`src/rtl/vp_pkg.sv`:
```
// Shared types for the VP decoder slice.
//   vp_addr_t  : packed 3x7-bit address carried by each entry
//   vp_data_t  : signed 16-bit weight / activation
//   vp_entry_t : one buffer entry {addr, w, ia}
//   vp_group_t : one complete 3-entry left or right buffer
package vp_pkg;

  localparam int ADDR_W     = 7;
  localparam int DATA_W     = 16;
  localparam int VP_ENTRIES = 3;

  typedef logic [2:0][ADDR_W-1:0] vp_addr_t;
  typedef logic signed [DATA_W-1:0] vp_data_t;

  typedef struct packed {
    vp_addr_t addr;
    vp_data_t w;
    vp_data_t ia;
  } vp_entry_t;

  typedef vp_entry_t [VP_ENTRIES-1:0] vp_group_t;

endpackage

```
`src/rtl/vp_group_fifo.sv`:
```
// Group queue: GRP_DEPTH slots of vp_group_t with two push ports and one pop.
//   i_clk, i_rst_n : clock, asynchronous active-low reset (pointers/count only)
//   push_r, grp_r  : right-group push request and data (higher priority)
//   push_l, grp_l  : left-group push request and data
//   pop            : remove head group (caller guarantees queue not empty)
//   head           : current head group
//   acc_r, acc_l   : push request accepted this cycle (a request without accept is a drop)
//   empty, count   : occupancy
module vp_group_fifo
  import vp_pkg::*;
#(
  parameter int GRP_DEPTH = 4
) (
  input  logic                       i_clk,
  input  logic                       i_rst_n,
  input  logic                       push_r,
  input  vp_group_t                  grp_r,
  input  logic                       push_l,
  input  vp_group_t                  grp_l,
  input  logic                       pop,
  output vp_group_t                  head,
  output logic                       acc_r,
  output logic                       acc_l,
  output logic                       empty,
  output logic [$clog2(GRP_DEPTH):0] count
);

  localparam int PW = $clog2(GRP_DEPTH);

  vp_group_t       mem [GRP_DEPTH];
  logic [PW-1:0]   wr_ptr;
  logic [PW-1:0]   rd_ptr;
  logic [PW-1:0]   wr_ptr_l;
  logic [PW:0]     free_slots;

  // A slot vacated by a same-cycle pop is usable, so a full queue can still accept.
  assign free_slots = (PW+1)'(GRP_DEPTH) - count + (PW+1)'(pop);
  assign acc_r      = push_r && (free_slots != '0);
  assign acc_l      = push_l && (free_slots > (acc_r ? (PW+1)'(1) : (PW+1)'(0)));
  assign wr_ptr_l   = acc_r ? wr_ptr + PW'(1) : wr_ptr;
  assign empty      = (count == '0);
  assign head       = mem[rd_ptr];

  always_ff @(posedge i_clk) begin
    if (acc_r) mem[wr_ptr]   <= grp_r;
    if (acc_l) mem[wr_ptr_l] <= grp_l;
  end

  always_ff @(posedge i_clk or negedge i_rst_n) begin
    if (!i_rst_n) begin
      wr_ptr <= '0;
      rd_ptr <= '0;
      count  <= '0;
    end else begin
      wr_ptr <= wr_ptr + PW'(acc_r) + PW'(acc_l);
      rd_ptr <= rd_ptr + PW'(pop);
      count  <= count + (PW+1)'(acc_r) + (PW+1)'(acc_l) - (PW+1)'(pop);
    end
  end

endmodule

```
`src/rtl/vp_decoder.sv`:
```
// VP decoder: captures ping-pong buffer groups from the VP encoder, queues them,
// serializes entries one per cycle, and streams (addr, w*ia) to the accumulator.
//   i_clk, i_rst_n             : clock, asynchronous active-low reset
//   i_right_ready/i_left_ready : one-cycle strobes, buffer contents valid that cycle
//   i_addr_*/i_w_*/i_ia_*      : 3-entry buffer contents
//   i_finish                   : encoder column finished (rising edge used)
//   i_out_ready                : downstream accepts o_addr/o_psum
//   o_valid/o_addr/o_psum      : product stream (zero-weight entries dropped)
//   o_done                     : one-cycle pulse once finish seen and all queued work emitted
//   o_overflow                 : sticky, a group was dropped because the queue was full
module vp_decoder
  import vp_pkg::*;
#(
  parameter int GRP_DEPTH = 4,
  parameter int PROD_W    = 32
) (
  input  logic                           i_clk,
  input  logic                           i_rst_n,
  input  logic                           i_right_ready,
  input  logic                           i_left_ready,
  input  vp_addr_t [VP_ENTRIES-1:0]      i_addr_right,
  input  vp_data_t [VP_ENTRIES-1:0]      i_w_right,
  input  vp_data_t [VP_ENTRIES-1:0]      i_ia_right,
  input  vp_addr_t [VP_ENTRIES-1:0]      i_addr_left,
  input  vp_data_t [VP_ENTRIES-1:0]      i_w_left,
  input  vp_data_t [VP_ENTRIES-1:0]      i_ia_left,
  input  logic                           i_finish,
  input  logic                           i_out_ready,
  output logic                           o_valid,
  output vp_addr_t                       o_addr,
  output logic signed [PROD_W-1:0]       o_psum,
  output logic                           o_done,
  output logic                           o_overflow
);

  typedef enum logic {S_IDLE, S_DRAIN} state_t;

  localparam int CW = $clog2(GRP_DEPTH) + 1;

  function automatic logic signed [PROD_W-1:0] mul_full(input vp_data_t w, input vp_data_t ia);
    return PROD_W'(w) * PROD_W'(ia);
  endfunction

  state_t          state;
  logic [1:0]      idx;
  logic            adv;
  logic            pop;
  logic            acc_r;
  logic            acc_l;
  logic            push_any;
  logic            drop;
  logic            q_empty;
  logic [CW-1:0]   q_count;
  vp_group_t       grp_r;
  vp_group_t       grp_l;
  vp_group_t       head;
  vp_entry_t       ent_p0;
  logic            fin_q;
  logic            fin_pend;
  logic            done_cond;

  always_comb begin
    for (int e = 0; e < VP_ENTRIES; e++) begin
      grp_r[e].addr = i_addr_right[e];
      grp_r[e].w    = i_w_right[e];
      grp_r[e].ia   = i_ia_right[e];
      grp_l[e].addr = i_addr_left[e];
      grp_l[e].w    = i_w_left[e];
      grp_l[e].ia   = i_ia_left[e];
    end
  end

  assign adv      = !o_valid || i_out_ready;
  assign pop      = (state == S_DRAIN) && adv && (idx == 2'd2);
  assign push_any = acc_r || acc_l;
  assign drop     = (i_right_ready && !acc_r) || (i_left_ready && !acc_l);
  assign ent_p0   = head[idx];

  vp_group_fifo #(.GRP_DEPTH(GRP_DEPTH)) u_fifo (
    .i_clk   (i_clk),
    .i_rst_n (i_rst_n),
    .push_r  (i_right_ready),
    .grp_r   (grp_r),
    .push_l  (i_left_ready),
    .grp_l   (grp_l),
    .pop     (pop),
    .head    (head),
    .acc_r   (acc_r),
    .acc_l   (acc_l),
    .empty   (q_empty),
    .count   (q_count)
  );

  // Stage p0 -> output register: entry select, multiply, skip zero-weight padding.
  always_ff @(posedge i_clk or negedge i_rst_n) begin
    if (!i_rst_n) begin
      state   <= S_IDLE;
      idx     <= 2'd0;
      o_valid <= 1'b0;
      o_addr  <= '0;
      o_psum  <= '0;
    end else begin
      if (adv) o_valid <= 1'b0;
      case (state)
        S_IDLE: begin
          if (push_any) state <= S_DRAIN;
        end
        S_DRAIN: begin
          if (adv) begin
            if (ent_p0.w != '0) begin
              o_valid <= 1'b1;
              o_addr  <= ent_p0.addr;
              o_psum  <= mul_full(ent_p0.w, ent_p0.ia);
            end
            if (idx == 2'd2) begin
              idx <= 2'd0;
              // Last queued group just popped and nothing arriving behind it.
              if (q_count == CW'(1) && !push_any) state <= S_IDLE;
            end else begin
              idx <= idx + 2'd1;
            end
          end
        end
        default: state <= S_IDLE;
      endcase
    end
  end

  // A group captured in the same cycle still counts as outstanding work.
  assign done_cond = fin_pend && q_empty && (state == S_IDLE) && adv && !push_any;

  always_ff @(posedge i_clk or negedge i_rst_n) begin
    if (!i_rst_n) begin
      fin_q      <= 1'b0;
      fin_pend   <= 1'b0;
      o_done     <= 1'b0;
      o_overflow <= 1'b0;
    end else begin
      fin_q      <= i_finish;
      fin_pend   <= (i_finish && !fin_q) || (fin_pend && !done_cond);
      o_done     <= done_cond;
      o_overflow <= o_overflow || drop;
    end
  end

endmodule
```
`config.mk`:
```
export PLATFORM = sky130hd
export DESIGN_NAME = vp_decoder
export DESIGN_NICKNAME = d
export VERILOG_FILES = /design/src/rtl/vp_pkg.sv /design/src/rtl/vp_group_fifo.sv /design/src/rtl/vp_decoder.sv
export SDC_FILE = /design/constraint.sdc
export NUM_CORES = 2
export LEC_CHECK = 0
export BUFFER_PORTS_ARGS = -buffer_cell sky130_fd_sc_hd__clkbuf_2
export CAP_MARGIN = 25
export CORE_MARGIN = 2
export CORE_UTILIZATION = 61
export DETAILED_ROUTE_END_ITERATION = 16
export GPL_ROUTABILITY_DRIVEN = 0
export GPL_TIMING_DRIVEN = 0
export PLACE_DENSITY_LB_ADDON = 0.25
export SETUP_SLACK_MARGIN = 0.5
export SYNTH_ARGS = -nofsm -noshare
export SYNTH_HDL_FRONTEND = slang
export SYNTH_SLANG_ARGS = --single-unit
export TNS_END_PERCENT = 50
```
`constraint.sdc`:
```
create_clock -name i_clk -period 11.64 [get_ports i_clk]
set_input_delay 0 -clock i_clk [delete_from_list [all_inputs] [get_ports i_clk]]
set_output_delay 0 -clock i_clk [all_outputs]
set_load 0.05 [all_outputs]
```
# [After elaboration in Yosys (flattened, before gate mapping)]
# Memory sizes are Yosys's and may differ from the RTL's.
# Index checks and enable logic that the tools add are counted.
[classes] n_addsub=10 multipliers=1 n_lt_le_gt_ge=2 eq_ne=2 n_mux=18 bitwise=1 reduce_logical=29
[op_table] operator="binary-select mux 53 bit (select 2 bit)" n=1
[op_table] operator="2-to-1 mux 53 bit" n=1
[op_table] operator="multiplier 16 x 16 -> 32 bit" n=1
[op_table] operator="nonzero test 16 bit" n=1
[op_table] operator="logical AND 1 bit" n=13
[op_table] operator="2-to-1 mux 1 bit" n=13
[op_table] operator="adder 3 x 1 -> 3 bit" n=3
[op_table] operator="adder 2 x 1 -> 2 bit" n=3
[op_table] operator="zero test 1 bit" n=6
[op_table] operator="logical OR 1 bit" n=5
[op_table] operator="adder 2 x 1 -> 2 bit (second input constant)" n=2
[op_table] operator="2-to-1 mux 2 bit" n=2
[op_table] operator="equality test 3 x 1 -> 1 bit (second input constant)" n=1
[op_table] operator="greater-than comparator 3 bit" n=1
[op_table] operator="zero test 3 bit" n=1
[op_table] operator="< comparator 2 x 3 -> 1 bit (second input constant)" n=1
[op_table] operator="AND reduction 3 bit" n=1
[op_table] operator="nonzero test 3 bit" n=1
[op_table] operator="subtractor 3 x 1 -> 3 bit" n=1
[op_table] operator="subtractor 3 bit (first input constant)" n=1
[op_table] operator="equality test 2 bit (second input constant)" n=1
[op_table] operator="case mux 1 bit (2 select lines)" n=1
[op_table] operator="AND reduction 2 bit" n=1
[op_table] operator="inverter 1 bit" n=1
[word_totals] register_bits=68 ramBits=636 in_bits=324 output_inout_bits=56 wordCells=78 n_memories=1
[mem_list] memory="u_fifo.mem" words=4 width=159 rd=1 rd_ports_with_merged_regs=0 wr=2 line_no="vp_group_fifo.sv:30" rtl="vp_group_t mem [GRP_DEPTH];"

# [Logic depth before layout (Yosys ltp)]
[logic_depth] depth_word=17 ltp_mapped=32 mapped_depth_nobuf=25

# [Cells and area by module]
# From an unflattened synthesis, not the netlist that was laid out.
[hier_totals] hier_cells=3068 hier_area_um2=44271.2
[modules_own_cells] mod="vp_group_fifo" n_inst=1 cells_per_inst=1595 area_each_um2=31237.5 seq_area_each_um2=19273.5
[modules_own_cells] mod="vp_decoder" n_inst=1 cells_per_inst=1473 area_each_um2=13033.8 seq_area_each_um2=1526.5

# [Least setup slack after synthesis]
# No wires, ideal clock.
[synth_path] kind="flip-flop to flip-flop" startpoint="register idx[0]" endpoint="memory u_fifo.mem[0][0] (netlist name) (enable)" t_arrival_ps=7336 setup_slack_ps=2988 path_stages_with_launch=21 path_buffers=7 period_less_slack_ps=8652 cell_sequence="dfrtp_1 clkbuf_1 buf_2 buf_2 buf_1 nor3b_1 inv_1 ha_1 inv_1 ha_1 nand2b_1 o21ai_1 clkinv_1 ha_1 nor2_1 o21ai_1 or2_2 clkbuf_1 clkbuf_1 clkbuf_1 nand2_1"
[synth_rtl] item="start, declared" line_no="vp_decoder.sv:45" rtl="logic [1:0] idx;"
[synth_rtl] item="start signal, assigned" line_no="vp_decoder.sv:120" rtl="idx <= idx + 2'd1;"
[synth_rtl] item="end, declared" line_no="vp_group_fifo.sv:30"

# [Final worst setup path]
[layout_path] startpoint="register u_fifo.rd_ptr[1]" endpoint="register o_psum[24]"
[layout_via] elab_chain_len=5 word_cells_on_any_way=6 cone_classes="mul: 1; mux: 2; reduce/logical: 2; memory: 1"
[layout_rtl] item="start, declared" line_no="vp_group_fifo.sv:32" rtl="logic [PW-1:0] rd_ptr;"
[layout_rtl] item="start signal, assigned" line_no="vp_group_fifo.sv:56" rtl="rd_ptr <= rd_ptr + PW'(pop);"
[layout_rtl] item="memory (4 x 159 bit) *"
[layout_rtl] item="binary-select mux 53 bit (select 2 bit) *" line_no="vp_decoder.sv:77" rtl="assign ent_p0 = head[idx];"
[layout_rtl] item="2-to-1 mux 53 bit (not written as such) *" line_no="vp_decoder.sv:77"
[layout_rtl] item="branches (longest 2 deep; another with multiplier 16 x 16 -> 32 bit)"
[layout_rtl] item="end signal, assigned" line_no="vp_decoder.sv:113" rtl="o_psum <= mul_full(ent_p0.w, ent_p0.ia);"
[layout_rtl] item="end, declared" line_no="vp_decoder.sv:31" rtl="output logic signed [PROD_W-1:0] o_psum,"
# Every way passes the cells marked *. The select of a mux whose other input is x is not followed.
# A chain may end at the register's enable or synchronous reset.

==> impl_metrics.toml <==
[global_routing]
grt_max_degree = 55
grt_use_total = 0.371
grt_pass1_wl_um = 206000
antenna_found_initial = 33
gr-total-overflow = 0
first_global_vias = 34100

[synthesis]
synth_top_area_frac = 0.430
synth_top_area_cell = "edfxtp_1"
synthesis.area_um2 = 44500
yosys-top-cells-area = "edfxtp_1 43%, mux2_2 16%, fa_1 12%, mux4_2 7.7%, dfrtp_1 3.8%"
yosysSeqAreaShare = 0.468
ys_ff_latch = 704
synthFlopType = "edfxtp_1"
synth_warnings = 0
synth.avg_cell_area_um2 = 14.4
syn-instance-count = 3084
synth_cell_types = 68
async_reset_ff_frac = 0.0966
synth_edf_count = 636
synthesis.nets = 3764

[layout]
final_cell_area_um2 = 55500
final_nets = 4730
fill_cells = 4041
layout-drive-gt1-share = 0.343
stdcell_count = 5092
area_growth_pct = 24.7

[timing]
tightestPinTransition_ns = 1.17
finalMaxSlewViolations = 0
rsz0062_at_grt = "no"
skew_ns = 0.0370
finalSetupViolCount = 0
slew_headroom = 0.221
fin_crit_ns = 10.89
fin_crit_sh = 0.936
hold_viol_final = 0
fmax_ghz = 0.0918

[clock_network]
numCtsBuffers = 77
clock_latency_ns = 0.66
post-cts-setup-buffers = 0
cts_tree = "done"
root_buffer = "clkbuf_16"
clkTransAtPathRegs_ns = 0.06
htree_levels = 3
cts_buffer_depth = 3
clock_sinks = 704

[floorplan]
dieWidth_um = 274
die_area_um2 = 75100
start_util = 0.619
io_pins = 380
die_h_um = 274
rows = 98
core_um2 = 71900

[critical_path]
required_ns = 12.15
endpoint_kind = "flop"
rrSetupSlack_ns = 0.75
crit_top_cell = "fa_1"
crit_buf_inv = 10
criticalPathCategory = "reg2reg"
path_max_fanout = 10
critPathLaunchType = "flop"
cp_slowest_cell = "a21oi_1"
path_delay_family = "adder cells"
reg2reg_depth = 29
max_stage_delay_ns = 0.90
worstReg2RegEnd = "o_psum[24]"
worstPathArrival_ns = 11.40
reg2reg_from = "u_fifo.rd_ptr[1]"

[drt]
wl_per_cell_um = 27.7
routed_wl_um = 141000
ant_nets = 0
vias = 31900
drtIter0Drc = 3316
post-route-drc-count = 0
dr.pass1.iters = 8
viasPerCell = 6.27

[hold_path]
hold_path.class = "in2reg"
min_to = "fin_q"
hp-start = "i_finish"
min_path_cells = 2

[flow_run]
maxCapViolations = 0

[placed_design]
place_area_um2 = 48000
dpl.cell_count = 4432
port_buffers = 379
hpwlAfterDp_um = 90300

[run_status]
outcome = "complete, no violations"
repair_timing:
item | CTS | global route
resized for setup | 0 | 0
hold endpoints to repair | 711 | 0
hold buffers | 485 | 0
placed cells by master, fill, tap and decap left out, drive strengths merged, types with 91 or more instances in the layout:
master and count:
mux2 678, edfxtp 636, clkbuf 603, dlygate4sd3 484, inv 344, fa 265, nor2 189, mux4 152
nand2 98, ha 91
cell usage after synthesis (4+ instances only):
master	instances
buf_12	4
buf_4	4
nor3_1	11
xor2_1	6
nor2_1	189
o21bai_1	4
fa_1	265
mux2_4	30
a211oi_1	7
nand3_1	9
o21a_1	5
o22ai_1	7
o21ai_0	66
a2bb2oi_1	5
xnor2_1	25
dfrtp_1	68
mux2i_1	71
o211ai_1	6
mux4_2	152
buf_2	23
or2_2	19
buf_1	10
a21o_1	13
inv_1	339
nor2b_1	12
buf_6	5
nand2b_1	24
nand2_1	98
o22a_1	7
ha_1	91
and2_1	4
mux2_2	647
o31ai_1	12
edfxtp_1	636
clkbuf_1	116
a21oi_1	33
nand4_1	8
registers in the layout, indices dropped and copies added (netlist names), named ones only:
signal	count
fin_pend	1
fin_q	1
idx	2
o_addr	21
o_done	1
o_overflow	1
o_psum	32
state	1
u_fifo.count	3
u_fifo.mem	636
u_fifo.rd_ptr	2
u_fifo.wr_ptr	2
logic make-up after synthesis:
group / after synthesis / synth area share
and+or+nand+nor: 390 / 0.0389
buffers and inverters: 505 / 0.0460
AOI/OAI and AO/OA: 197 / 0.0291
muxes: 901 / 0.267
adders and majority gates: 356 / 0.145
xor gates and xnor gates: 31 / 0.00611
DFF: 704 / 0.468
routing by layer:
layer / wire (µm) / track usage / share of wire
met2: 68500 / 0.618 / 0.49
met3: 14700 / 0.0899 / 0.10
met1: 48100 / 0.444 / 0.34
met4: 9320 / 0.215 / 0.066
met5: 152 / 0 / 0.0011
final cells by class:
cell class | instances | area [µm²] | share of cell area
Antenna cell | 32 | 80.1 | 0.00144
Multi-Input combinational cell | 1875 | 21600 | 0.390
Sequential cell | 704 | 20800 | 0.375
Tap cell | 950 | 1190 | 0.0214
Timing Repair Buffer | 887 | 7220 | 0.130
Inverter | 341 | 1280 | 0.0231
Clock inverter | 33 | 357 | 0.00643
Clock buffer | 106 | 2120 | 0.0382
Buffer | 164 | 764 | 0.0138
worst max-delay path by stage:
stage / depth (start not counted) / start / endpoint
6_report: 29 / u_fifo.rd_ptr[1] / o_psum[24]
5_1_grt: 29 / u_fifo.rd_ptr[1] / o_psum[24]
4_1_cts: 28 / u_fifo.rd_ptr[1] / o_psum[24]
3_5_place_dp: 28 / u_fifo.rd_ptr[1] / o_psum[24]
3_3_place_gp: 21 / idx[0] / u_fifo.mem[0][60]
2_1_floorplan: 20 / idx[0] / u_fifo.mem[0][0]
metrics by stage:
| step | worst slack (ns) | hold WS [ns] | setup TNS [ns] | util |
|---|---|---|---|---|
| finish | 0.750 | 0.123 | 0 | 0.772 |
| global route | 0.689 | 0.135 | 0 | 0.771 |
| CTS | 1.11 | 0.0926 | 0 | 0.770 |
| detailed placement | 1.18 | -0.0240 | 0 | 0.668 |
| global placement | -3.22 | 0.127 | -1812.44 | 0.662 |
| floorplan | 2.99 | -0.296 | 0 | - |
Power is not shown: default switching activity piles up to over one toggle a cycle in this logic, so the estimate is an artifact.
